[src/rtl/neuron_pkg.sv]
// Shared types for the neuron layer: weight word and weight-loader FSM states.
package neuron_pkg;

    localparam int unsigned DataBits = 16;

    typedef logic [DataBits-1:0] weight_t;

    typedef enum logic [1:0] {IDLE, LOAD, DONE} loader_state_e;

endpackage

[src/rtl/weight_loader_if.sv]
// Weight stream (valid/ready) plus the shared write port of the layer's weight memories.
interface weight_loader_if #(
    parameter int unsigned data_bits    = 16,
    parameter int unsigned address_bits = 10,
    parameter int unsigned num_neurons  = 30
);

    logic                    s_valid;
    logic [data_bits-1:0]    s_data;
    logic                    s_ready;
    logic [num_neurons-1:0]  write_en;
    logic [address_bits-1:0] write_add;
    logic [data_bits-1:0]    weight_in;

    // Master: stream source and memory-side observer; slave: the loader itself.
    modport master (
        output s_valid, s_data,
        input  s_ready, write_en, write_add, weight_in
    );

    modport slave (
        input  s_valid, s_data,
        output s_ready, write_en, write_add, weight_in
    );

endinterface

[src/rtl/mod_counter.sv]
// Modulo-N counter with synchronous clear; wrap flags the enabled step from N-1 back to 0.
module mod_counter #(
    parameter int unsigned width   = 10,
    parameter int unsigned modulus = 784
) (
    input  logic             clk,
    input  logic             reset,
    input  logic             en,
    input  logic             clr,
    output logic [width-1:0] count,
    output logic             wrap
);

    logic [width-1:0] count_q, count_d;
    logic             at_max;

    // Explicit compare so non-power-of-two moduli wrap correctly.
    assign at_max = (count_q == width'(modulus - 1));
    assign wrap   = en && at_max;
    assign count  = count_q;

    always_comb begin
        count_d = count_q;
        if (clr) begin
            count_d = '0;
        end else if (en) begin
            count_d = at_max ? '0 : count_q + 1'b1;
        end
    end

    always_ff @(posedge clk or negedge reset) begin
        if (!reset) begin
            count_q <= '0;
        end else begin
            count_q <= count_d;
        end
    end

endmodule

[src/rtl/weight_loader.sv]
// Streams a full layer of weights, neuron-major, into per-neuron memories via a
// registered one-hot write port.
module weight_loader
    import neuron_pkg::*;
#(
    parameter int unsigned data_bits    = 16,
    parameter int unsigned num_weights  = 784,
    parameter int unsigned address_bits = 10,
    parameter int unsigned num_neurons  = 30,
    parameter int unsigned neuron_bits  = 5
) (
    input  logic           clk,
    input  logic           reset,
    input  logic           start,
    input  logic           abort,
    output logic           busy,
    output logic           done,
    weight_loader_if.slave bus
);

    loader_state_e state_q, state_d;

    logic                    s_ready;
    logic                    accept;
    logic                    cnt_clr;
    logic                    addr_wrap;
    logic                    last_beat;
    logic [address_bits-1:0] addr;
    logic [neuron_bits-1:0]  neuron;
    logic [num_neurons-1:0]  neuron_onehot;
    logic [num_neurons-1:0]  write_en_q;
    logic [address_bits-1:0] write_add_q;
    logic [data_bits-1:0]    weight_in_q;

    // Counters only advance in LOAD; leaving LOAD by abort resets the position.
    assign cnt_clr = (state_q != LOAD) || abort;

    mod_counter #(
        .width   (address_bits),
        .modulus (num_weights)
    ) u_addr_cnt (
        .clk   (clk),
        .reset (reset),
        .en    (accept),
        .clr   (cnt_clr),
        .count (addr),
        .wrap  (addr_wrap)
    );

    mod_counter #(
        .width   (neuron_bits),
        .modulus (num_neurons)
    ) u_neuron_cnt (
        .clk   (clk),
        .reset (reset),
        .en    (addr_wrap),
        .clr   (cnt_clr),
        .count (neuron),
        .wrap  (last_beat)
    );

    always_ff @(posedge clk or negedge reset) begin
        if (!reset) begin
            state_q <= IDLE;
        end else begin
            state_q <= state_d;
        end
    end

    always_comb begin
        state_d = state_q;
        unique case (state_q)
            IDLE:    if (start) state_d = LOAD;
            LOAD: begin
                if (abort) begin
                    state_d = IDLE;
                end else if (last_beat) begin
                    state_d = DONE;
                end
            end
            DONE:    state_d = IDLE;
            default: state_d = IDLE;
        endcase
    end

    always_comb begin
        s_ready       = (state_q == LOAD) && !abort;
        accept        = bus.s_valid && s_ready;
        busy          = (state_q == LOAD) || (state_q == DONE);
        done          = (state_q == DONE);
        neuron_onehot = num_neurons'(1) << neuron;
    end

    // Write port: strobe for one cycle per accepted beat, address/data hold otherwise.
    always_ff @(posedge clk or negedge reset) begin
        if (!reset) begin
            write_en_q  <= '0;
            write_add_q <= '0;
            weight_in_q <= '0;
        end else begin
            write_en_q <= accept ? neuron_onehot : '0;
            if (accept) begin
                write_add_q <= addr;
                weight_in_q <= bus.s_data;
            end
        end
    end

    assign bus.s_ready   = s_ready;
    assign bus.write_en  = write_en_q;
    assign bus.write_add = write_add_q;
    assign bus.weight_in = weight_in_q;

endmodule

[src/flat_wrapper.sv]
// flat-port wrapper written by rule: the top's interface ports become plain ports
module weight_loader_flat import neuron_pkg::*;
#(
    parameter int unsigned data_bits    = 16,
    parameter int unsigned num_weights  = 784,
    parameter int unsigned address_bits = 10,
    parameter int unsigned num_neurons  = 30,
    parameter int unsigned neuron_bits  = 5
)
  (clk, reset, start, abort, busy, done, bus_s_valid, bus_s_data, bus_s_ready, bus_write_en, bus_write_add, bus_weight_in);
  weight_loader_if #(.data_bits(data_bits), .address_bits(address_bits), .num_neurons(num_neurons)) bus_i ();
  input  logic clk;
  input  logic reset;
  input  logic start;
  input  logic abort;
  output logic busy;
  output logic done;
  input wire logic [$bits(bus_i.s_valid)-1:0] bus_s_valid;
  input wire logic [$bits(bus_i.s_data)-1:0] bus_s_data;
  output wire logic [$bits(bus_i.s_ready)-1:0] bus_s_ready;
  output wire logic [$bits(bus_i.write_en)-1:0] bus_write_en;
  output wire logic [$bits(bus_i.write_add)-1:0] bus_write_add;
  output wire logic [$bits(bus_i.weight_in)-1:0] bus_weight_in;
  assign bus_i.s_valid = bus_s_valid;
  assign bus_i.s_data = bus_s_data;
  assign bus_s_ready = bus_i.s_ready;
  assign bus_write_en = bus_i.write_en;
  assign bus_write_add = bus_i.write_add;
  assign bus_weight_in = bus_i.weight_in;
  weight_loader #(.data_bits(data_bits), .num_weights(num_weights), .address_bits(address_bits), .num_neurons(num_neurons), .neuron_bits(neuron_bits)) u_core (.clk(clk), .reset(reset), .start(start), .abort(abort), .busy(busy), .done(done), .bus(bus_i));
endmodule
[config.mk]
export PLATFORM = sky130hd
export DESIGN_NAME = weight_loader_flat
export DESIGN_NICKNAME = d
export VERILOG_FILES = /design/src/rtl/neuron_pkg.sv /design/src/rtl/weight_loader_if.sv /design/src/rtl/mod_counter.sv /design/src/rtl/weight_loader.sv /design/src/flat_wrapper.sv
export SDC_FILE = /design/constraint.sdc
export NUM_CORES = 1
export LEC_CHECK = 0
export CAP_MARGIN = 5
export CORE_ASPECT_RATIO = 0.6
export CORE_UTILIZATION = 25
export DETAILED_ROUTE_END_ITERATION = 8
export PLACE_DENSITY = 0.44
export SLEW_MARGIN = 20
export SYNTH_ARGS = -nofsm -noshare
export SYNTH_HDL_FRONTEND = slang
export SYNTH_SLANG_ARGS = --single-unit
[constraint.sdc]
create_clock -name clk -period 2.4 [get_ports clk]
set_input_delay 0.24 -clock clk [delete_from_list [all_inputs] [get_ports clk]]
set_output_delay 0.24 -clock clk [all_outputs]
set_load 0.005 [all_outputs]
==> results.py <==
metrics = {
    "global_route": {
        "grt_overflow": 0,
        "grt_start_max_net_pins": 74,
        "antenna_found_initial": 0,
        "grt_pass1_vias": 2376,
        "grt_use_total_pct": 13.3,
        "grt_first_pass_wirelength_um": 12400,
    },
    "sta": {
        "fin_crit_sh_pct": 81.4,
        "slew_violations": 0,
        "period_minus_slack_ns": 1.95,
        "slew_headroom_pct": 38.6,
        "worstMarginPinSlew_ns": 0.921,
        "fin_setup_tns_ns": 0,
        "finalHoldViolCount": 0,
        "max_freq_mhz": 512,
        "final-setup-viol-count": 0,
        "setup_ws_ns": 0.446,
        "rsz0062_at_grt": "false",
        "fin_worst_skew_ns": 0.00410,
    },
    "run": {
        "maxCapViolations": 0,
    },
    "synthesis": {
        "synthTopCellsByArea": "dfrtp_1, nand2_1, ha_1, nor2_1, nand3_1",
        "synthArstFlopShare_pct": 100,
        "synth_warnings": 0,
        "avgSynthCellArea_um2": 9.78,
        "synth_ff_type": "dfrtp_1",
        "yosysMostFrequentCell": "nand2_1",
        "synth_seq_cells": 73,
        "synth_cells": 306,
        "synth_top_area_share_pct": 61.0,
        "synthTopCellsByCount": "nand2_1, dfrtp_1, nor2_1",
        "syn_area_um2": 2990,
        "synth_edf_count": 0,
        "ys_seq_area_share_pct": 61.0,
        "yosys.area.top_type": "dfrtp_1",
        "yosysUniqueCellTypes": 38,
        "syn_nets": 337,
    },
    "clock_network": {
        "cts_resized": 0,
        "clk_pin_slew_ns": 0.06,
        "cts_max_path_buffers": 2,
        "clk_latency_ns": 0.33,
        "numCtsBuffers": 9,
        "cts.htree.levels": 3,
        "cts.sinks": 73,
        "post_cts_buffers": 0,
        "holdBufCountCts": 0,
        "cts_tree": "yes",
        "clockRootBuffer": "clkbuf_16",
    },
    "route": {
        "ant_nets": 0,
        "drc": 0,
        "via_count": 2401,
        "post_drt_wl_per_cell_um": 13.9,
        "viasPerCell": 4.35,
        "drtIter0Drc": 162,
        "wl_um": 7680,
        "firstDrtPassIters": 4,
    },
    "critical_path": {
        "r2r-end": "u_core.u_neuron_cnt.count[3]",
        "worstSetupPathType": "flop to flop",
        "ff2ff_setup_slack_ns": 0.45,
        "r2r_start": "u_core.u_addr_cnt.count[7]",
        "arrival_ns": 2.21,
        "startpoint_type": "flop",
        "required_ns": 2.65,
        "crit_path_max_fanout": 8,
        "worst-r2r-cell-count": 4,
        "crit_path_end_kind": "flop",
    },
    "floorplanning": {
        "core_um2": 11500,
        "initial_core_util_pct": 26.1,
        "die_area_um2": 12400,
        "dieWidth_um": 143,
        "pin_count": 80,
        "fp-row-count": 30,
        "die_y_um": 86.8,
    },
    "power_and_ir_drop": {
        "cellPowerDensity_nw_per_um2": 818,
        "power.share.sequential_pct": 42.1,
        "p_clk_share_pct": 38.1,
        "switchingPower_w": 0.000919,
        "power.share.combinational_pct": 19.9,
        "p_leak_nw": 1.94,
        "intPower_w": 0.00257,
        "peakVddDrop_uv": 407,
        "p_sw_share_pct": 26.3,
    },
    "cells_and_area": {
        "drive_gt1_share_pct": 6.63,
        "area_growth_pct": 42.4,
        "n_antenna_cell": 0,
        "finalNetCount": 418,
    },
    "placement": {
        "gp_congestion": 0.770,
        "dp_slack_ns": 0.466,
        "port_buffers": 79,
        "dp_hpwl_um": 5340,
    },
    "worst_hold_path": {
        "min_path_type": "input pin to asynchronous set/reset pin",
    },
    "status": {
        "status": "completed",
    },
}
## final cells by class
cell class | count | area, um2
fillers | 1154 | 7220
clock inverters | 6 | 67.6
repair buffers | 84 | 826
inverters | 11 | 41.3
multi-input cells | 208 | 1070
flip-flops and latches | 73 | 1830
well taps | 160 | 200
clock buffers | 10 | 229
## sequential cells by signal, summed over array words and instances (netlist names)
register,cells
u_core.u_addr_cnt.count,10
u_core.bus.write_en,30
u_core.state_q,2
u_core.bus.write_add,10
u_core.u_neuron_cnt.count,5
u_core.bus.weight_in,16
## critical path: stages (launching register included)
cell and delay, ns:
dfrtp_1 0.46, or4_4 0.58, or4b_4 0.52, nand2b_4 0.17
o2bb2ai_1 0.15
## metrics by stage
stage	area, um2	total power (W)	hold slack [ns]	std cells	utilization [%]
final	4260	0.00349	0.0357	552	37.1
after global routing	4260	0.00369	0.124	552	37.1
after CTS	4260	0.00356	0.0913	552	37.1
after detailed placement	3970	0.00218	0.452	536	34.5
after global placement	3970	0.00219	0.450	536	34.5
after floorplan	2990	0.00172	-0.0556	306	-
## cell families after synthesis
family | share of synthesized area, %
AND/OR/NAND/NOR | 26.2
flip-flops | 61.0
buffers and inverters | 3.13
AO/OA/AOI/OAI | 4.55
adder cells (fa/ha/maj) | 4.18
XOR/XNOR | 0.878
## per-layer routing
metal / vias up / global-route usage (%) / share of wire, %
li1: 1158 / - / -
met1: 1144 / 19.4 / 53
met2: 97 / 17.1 / 37
met3: 2 / 6.57 / 11
met4: 0 / 2.90 / 0.052
met5: - / 0 / 0
## power by group through the flow
stage | sequential [W] | clock, W | combinational (W)
after CTS | 0.00147 | 0.00138 | 0.000707
final | 0.00147 | 0.00133 | 0.000694
after floorplan | 0.00149 | 0 | 0.000236
after detailed placement | 0.00148 | 0 | 0.000701
after global routing | 0.00149 | 0.00143 | 0.000769
after global placement | 0.00148 | 0 | 0.000704
## cells in the final DEF, fill, tap and decap left out, types with 3 or more instances in the layout
cell type / count
o21ai_0: 5
clkdlybuf4s50_1: 78
a21oi_1: 5
and2_1: 3
nor2_1: 31
o2bb2ai_1: 3
or3_1: 5
dfrtp_1: 73
inv_1: 11
nand4_1: 4
clkbuf_16: 9
ha_1: 10
nand2_1: 96
nor3_1: 6
nand3_1: 12
and3_1: 3
buf_4: 6
## worst max-delay path by stage
stage	start	cells after the start	endpoint	slack [ns]
after floorplan	u_core.u_addr_cnt.count[7]	4	u_core.u_neuron_cnt.count[3]	0.57
after global placement	bus_s_valid	6	u_core.u_addr_cnt.count[7]	0.49
after detailed placement	u_core.u_addr_cnt.count[7]	4	u_core.u_neuron_cnt.count[3]	0.47
after CTS	u_core.u_addr_cnt.count[7]	4	u_core.u_neuron_cnt.count[3]	0.45
after global routing	u_core.u_addr_cnt.count[7]	4	u_core.u_neuron_cnt.count[3]	0.38
final	u_core.u_addr_cnt.count[7]	4	u_core.u_neuron_cnt.count[3]	0.45
Note: power is estimated with default switching activity, not from simulation.
